==> config.mk <==
export PLATFORM = sky130hd
export DESIGN_NAME = player_anim_sequencer
export DESIGN_NICKNAME = d
export VERILOG_FILES = /design/src/rtl/player_anim_sequencer.sv
export SDC_FILE = /design/constraint.sdc
export NUM_CORES = 1
export LEC_CHECK = 0
export CAP_MARGIN = 10
export CORE_ASPECT_RATIO = 1.25
export CORE_UTILIZATION = 26
export DETAILED_ROUTE_END_ITERATION = 6
export GPL_TIMING_DRIVEN = 0
export PLACE_DENSITY = 0.53
export SYNTH_ARGS = -nofsm -noshare
export SYNTH_HDL_FRONTEND = slang
export SYNTH_SLANG_ARGS = --single-unit
==> constraint.sdc <==
create_clock -name Clk -period 4.3 [get_ports Clk]
set_clock_uncertainty 0.1 [all_clocks]
set_input_delay 0.86 -clock Clk [delete_from_list [all_inputs] [get_ports Clk]]
set_output_delay 0.86 -clock Clk [all_outputs]
set_load 0.03 [all_outputs]
==> src/rtl/player_anim_sequencer.sv <==
// Player sprite animation sequencer: selects the active animation from controls and platform
// contact, and steps its frame index on frame_clk ticks. Optional DEAD animation: PLAYER_DEATH_ANIM_EN.
module player_anim_sequencer #(
  parameter int unsigned FRAME_HOLD  = 4,
  parameter int unsigned RUN_FRAMES  = 6,
  parameter int unsigned DIAG_FRAMES = 3,
  parameter int unsigned JUMP_FRAMES = 4,
  parameter int unsigned DEAD_FRAMES = 3,
  parameter logic [1:0]  PLAY_STATE  = 2'd1
) (
  input  logic       Clk,
  input  logic       Reset,
  input  logic       frame_clk,
  input  logic [1:0] gameState,
  input  logic [4:0] keycode,
  input  logic       keyPress,
  input  logic       onPlatform,
  input  logic       playerMoving,
  input  logic       hit,
  output logic [2:0] animState,
  output logic [2:0] animFrame,
  output logic       facing,
  output logic       stateChanged,
  output logic       deadDone
);

  localparam int unsigned HoldW = (FRAME_HOLD > 1) ? $clog2(FRAME_HOLD) : 1;
  localparam logic [HoldW-1:0] HoldLast = HoldW'(FRAME_HOLD - 1);

  typedef enum logic [2:0] {
    StWait   = 3'd0,
    StRun    = 3'd1,
    StDown   = 3'd2,
    StUp     = 3'd3,
    StDownRl = 3'd4,
    StUpRl   = 3'd5,
    StJump   = 3'd6,
    StDead   = 3'd7
  } anim_state_e;

  anim_state_e stateQ, stateD, keyState, target;
  logic [2:0]       frameQ, frameD, lastQ;
  logic [HoldW-1:0] holdQ, holdD;
  logic             facingQ, facingD;
  logic             jumpAgedQ, jumpAgedD;
  logic             stateChangedQ, stateChangedD;
  logic             frameClkQ;
  logic             tick, inPlay, deathHit;
  logic [4:0]       keys;
  logic             left, right, up, down, effUp, effDown, anyLr;

  function automatic logic [2:0] lastFrame(input anim_state_e st);
    case (st)
      StRun:            lastFrame = 3'(RUN_FRAMES - 1);
      StDownRl, StUpRl: lastFrame = 3'(DIAG_FRAMES - 1);
      StJump:           lastFrame = 3'(JUMP_FRAMES - 1);
      StDead:           lastFrame = 3'(DEAD_FRAMES - 1);
      default:          lastFrame = 3'd0;
    endcase
  endfunction

  assign tick    = frame_clk & ~frameClkQ;
  assign inPlay  = (gameState == PLAY_STATE);
  assign keys    = keyPress ? keycode : 5'd0;
  assign left    = keys[0];
  assign right   = keys[1];
  assign up      = keys[2];
  assign down    = keys[3];
  // Up and down together cancel each other out.
  assign effUp   = up & ~down;
  assign effDown = down & ~up;
  assign anyLr   = left | right;
  assign lastQ   = lastFrame(stateQ);

  always_comb begin
    keyState = StWait;
    if (effDown && anyLr) begin
      keyState = StDownRl;
    end else if (effUp && anyLr) begin
      keyState = StUpRl;
    end else if (effDown) begin
      keyState = StDown;
    end else if (effUp) begin
      keyState = StUp;
    end else if ((left ^ right) && playerMoving) begin
      keyState = StRun;
    end
  end

  always_comb begin
    target = keyState;
    if (stateQ == StDead) begin
      target = StDead;
    end else if (deathHit) begin
      target = StDead;
    end else if (stateQ == StJump) begin
      // Directional keys only matter once the jump has landed.
      target = (onPlatform && jumpAgedQ) ? keyState : StJump;
    end else if (keys[4] && onPlatform) begin
      target = StJump;
    end
  end

  always_comb begin
    stateD        = stateQ;
    frameD        = frameQ;
    holdD         = holdQ;
    facingD       = facingQ;
    jumpAgedD     = jumpAgedQ;
    stateChangedD = 1'b0;
    if (tick) begin
      if (!inPlay) begin
        stateD    = StWait;
        frameD    = 3'd0;
        holdD     = '0;
        jumpAgedD = 1'b0;
      end else begin
        if (left && !right) begin
          facingD = 1'b0;
        end else if (right && !left) begin
          facingD = 1'b1;
        end
        stateD = target;
        if (target != stateQ) begin
          frameD    = 3'd0;
          holdD     = '0;
          jumpAgedD = 1'b0;
        end else begin
          jumpAgedD = 1'b1;
          if (holdQ == HoldLast) begin
            holdD = '0;
            if (frameQ == lastQ) begin
              // DEAD saturates on its last frame; every other cycle wraps.
              frameD = (stateQ == StDead) ? frameQ : 3'd0;
            end else begin
              frameD = frameQ + 3'd1;
            end
          end else begin
            holdD = holdQ + HoldW'(1);
          end
        end
      end
      stateChangedD = (stateD != stateQ);
    end
  end

  always_ff @(posedge Clk) begin
    if (Reset) begin
      stateQ        <= StWait;
      frameQ        <= 3'd0;
      holdQ         <= '0;
      facingQ       <= 1'b1;
      jumpAgedQ     <= 1'b0;
      stateChangedQ <= 1'b0;
      frameClkQ     <= 1'b0;
    end else begin
      stateQ        <= stateD;
      frameQ        <= frameD;
      holdQ         <= holdD;
      facingQ       <= facingD;
      jumpAgedQ     <= jumpAgedD;
      stateChangedQ <= stateChangedD;
      frameClkQ     <= frame_clk;
    end
  end

`ifdef PLAYER_DEATH_ANIM_EN
  logic deadDoneQ;

  assign deathHit = hit;

  always_ff @(posedge Clk) begin
    if (Reset) begin
      deadDoneQ <= 1'b0;
    end else begin
      deadDoneQ <= (stateD == StDead) && (frameD == lastFrame(StDead));
    end
  end

  assign deadDone = deadDoneQ;
`else
  logic unusedHit;

  assign deathHit  = 1'b0;
  assign unusedHit = hit;
  assign deadDone  = 1'b0;
`endif

  assign animState    = stateQ;
  assign animFrame    = frameQ;
  assign facing       = facingQ;
  assign stateChanged = stateChangedQ;

endmodule

==> flow_metrics.env <==
export IMPL_finalNonFillerCells=190
export IMPL_clkTransAtPathRegs_ns=0.06
export IMPL_cts_max_level=1
export IMPL_hold_end="facing"
export IMPL_overflow=0
export IMPL_drtIter0Drc=70
export IMPL_grt_max_degree=11
export IMPL_layout_drive_gt1_share_pct=9.93
export IMPL_powerDensity_nw_per_um2=234
export IMPL_min_period_ns=3.25
export IMPL_critPathKind="primary input to register"
export IMPL_hpwl_um=1980
export IMPL_setup_tns_final_ns=0
export IMPL_routed_wl_um=2570
export IMPL_syn_area_per_cell_um2=7.67
export IMPL_post_cts_buffers=0
export IMPL_layout_nets=170
export IMPL_n_antenna_cell=0
export IMPL_finalHoldViolCount=0
export IMPL_syn_inst=128
export IMPL_cp_cell_sequence="clkdlybuf4s50_1 > and2_1 > ha_1 > nor2b_1 > a21oi_2 > o311a_4 > nor4_4 > nand3_2 > o32ai_2"
export IMPL_cap_violations=0
export IMPL_syn_nets=146
export IMPL_max_freq_ghz=0.308
export IMPL_avgViaCountPerCell=5.39
export IMPL_ys_types=49
export IMPL_violations="design-rule violations"
export IMPL_portBuffers=19
export IMPL_clock_latency_ns=0.24
export IMPL_rsz0062_at_grt="no"
export IMPL_worstSetupEndpointType="register"
export IMPL_gp_congestion=0.832
export IMPL_worst_slew_pin_slew_ns=0.501
export IMPL_drcViolationCount=4
export IMPL_min_from="facing"
export IMPL_status="finished with violations"
export IMPL_die_w_um=57.0
export IMPL_grt_pass1_wl_um=4300
export IMPL_p_leak_uw=0.000427
export IMPL_cts_tree="done"
export IMPL_hold_buffers=0
export IMPL_vias=1024
export IMPL_async_reset_ff_share_pct=0
export IMPL_dp_cells=186
export IMPL_drt_pass1_iter_count=6
export IMPL_die_h_um=70.7
export IMPL_relSlewSlack_pct=66.2
export IMPL_stdcell_area_um2=1280
export IMPL_holdPathStages=1
export IMPL_multi_input_area_um2=681
export IMPL_cts_root_buf="clkbuf_8"
export IMPL_initial_core_util_pct=27.7
export IMPL_synth_seq_area_share_pct=24.5
export IMPL_slowest_stage="nor4_4"
export IMPL_cts_resized=0
export IMPL_hold_class="register to register"
export IMPL_grt_antenna_before_repair=0
export IMPL_grt_usage_pct=13.3
export IMPL_r2r_slack_ns=2.29
export IMPL_wl_per_cell_um=13.5
export IMPL_required_ns=4.35
export IMPL_arrival_ns=3.30
export IMPL_cts_sinks=12
export IMPL_core_area_um2=3540
export IMPL_cts_max_path_buffers=2
export IMPL_ioPinCount=23
export IMPL_cts_made_buffers=3
export IMPL_critPathLaunchType="primary input"
export IMPL_critPathMaxStageDelay_ns=0.47
export IMPL_maxSlewViolCount=0
export IMPL_areaGrowthSynthToFinish_pct=29.9
export IMPL_r2r_end="animFrame[2]"
export IMPL_fillers=394
export IMPL_r2r_start="animState[2]"
export IMPL_worst_path_max_fanout=7
export IMPL_place_area_um2=1220
export IMPL_grt_pass1_vias=992
export IMPL_worst_r2r_path_depth=6
export IMPL_syn_area_um2=982
export IMPL_synth_edff_count=0
export IMPL_synth_seq_cells=12
export IMPL_dieArea_um2=4030
export IMPL_period_share_pct=75.6
export IMPL_seq_area_um2=240
export IMPL_rows=24
export IMPL_yosys_warnings=0
export IMPL_setup_viol=0
export IMPL_ant_nets=0
export IMPL_synth_flop_cell="dfxtp_1"
export IMPL_irDropWorstVdd_v=0.000110
## cells in the final DEF (no fill, tap or decap), types with 2 or more instances in the layout
cell type,synthesis,layout
a211oi_1,2,2
a21oi_1,10,10
a31oi_1,4,4
and3b_1,2,2
clkbuf_1,5,5
clkbuf_8,0,4
clkdlybuf4s50_1,0,19
dfxtp_1,12,12
ha_1,4,4
inv_1,5,5
nand2_1,12,12
nand2b_1,7,7
nand3_1,8,8
nand4b_1,2,2
nor2_1,12,12
nor2b_1,3,3
nor3_1,3,3
nor4_1,2,2
o21ai_0,2,2
o31ai_1,2,2
## where the power goes
part	internal, uW	switching, uW
combinational	26.1	33.2
sequential	113	1.23
clock	80.9	43.5
## stage by stage
stage | util (%) | hold slack [ns] | total power [uW] | setup slack, ns
floorplan | - | 0.332 | 154 | 1.31
CTS | 36.0 | 0.364 | 302 | 1.05
global route | 36.0 | 0.385 | 318 | 0.884
finish | 36.0 | 0.363 | 298 | 1.05
detailed placement | 34.5 | 0.356 | 176 | 0.810
global placement | 34.5 | 0.345 | 176 | 0.824
## synthesized netlist by cell type, drive strengths merged, types with 3 or more instances
library cell | number | area share, %
a21oi | 11 | 6.0
a31oi | 4 | 2.5
buf | 3 | 2.4
clkbuf | 5 | 1.9
dfxtp | 12 | 24
ha | 4 | 5.1
inv | 5 | 1.9
nand2 | 12 | 4.6
nand2b | 7 | 4.5
nand3 | 9 | 5.1
nor2 | 12 | 4.6
nor2b | 3 | 1.9
nor3 | 3 | 1.5
nor4 | 3 | 3.4
## how the worst max path moves through the flow
stage / startpoint / end / slack [ns] / cells past startpoint
floorplan: keyPress / animFrame[2] / 1.31 / 9
global placement: keycode[0] / animFrame[2] / 0.82 / 9
detailed placement: keycode[0] / animFrame[2] / 0.81 / 9
CTS: keycode[0] / animFrame[2] / 1.05 / 9
global route: keycode[0] / animFrame[0] / 0.88 / 9
finish: keycode[0] / animFrame[2] / 1.05 / 9
## final cells by class
cell class | count | share of cell area, %
Sequential cell | 12 | 18.8
Inverter | 5 | 1.47
Buffer | 8 | 3.33
Timing Repair Buffer | 19 | 14.9
Multi-Input combinational cell | 103 | 53.3
Tap cell | 39 | 3.82
Clock buffer | 4 | 4.31
## layer usage
| layer | global-route usage [%] | wire length [um] |
|---|---|---|
| met2 | 23.9 | 1260 |
| met3 | 1.46 | 150 |
| met5 | 0 | 0 |
| met4 | 5.15 | 34 |
| met1 | 15.8 | 1120 |
## flip-flops by register name, summed over array words and instances, names as in the netlist
name	flops
jumpAgedQ	1
facing	1
animState	3
stateChanged	1
animFrame	3
holdQ	2
frameClkQ	1
## worst max-delay path, delay by kind of cell
| kind | cells | cell delay (ns) |
|---|---|---|
| adders and majority gates | 1 | 0.31 |
| and+or+nand+nor | 4 | 0.98 |
| AOI/OAI and AO/OA | 3 | 0.74 |
| buffers and inverters | 1 | 0.41 |
## cells by family after synthesis
kind of cell / Yosys count / synth area share [%]
buffers and inverters: 13 / 6.24
multiplexers: 1 / 1.15
other: 1 / 0.382
adder cells (fa/ha/maj): 4 / 5.10
XOR/XNOR: 2 / 1.78
flip-flops: 12 / 24.5
AO/OA/AOI/OAI: 34 / 25.6
AND/OR/NAND/NOR: 61 / 35.3
No activity file was read; power rests on OpenSTA's default activity.
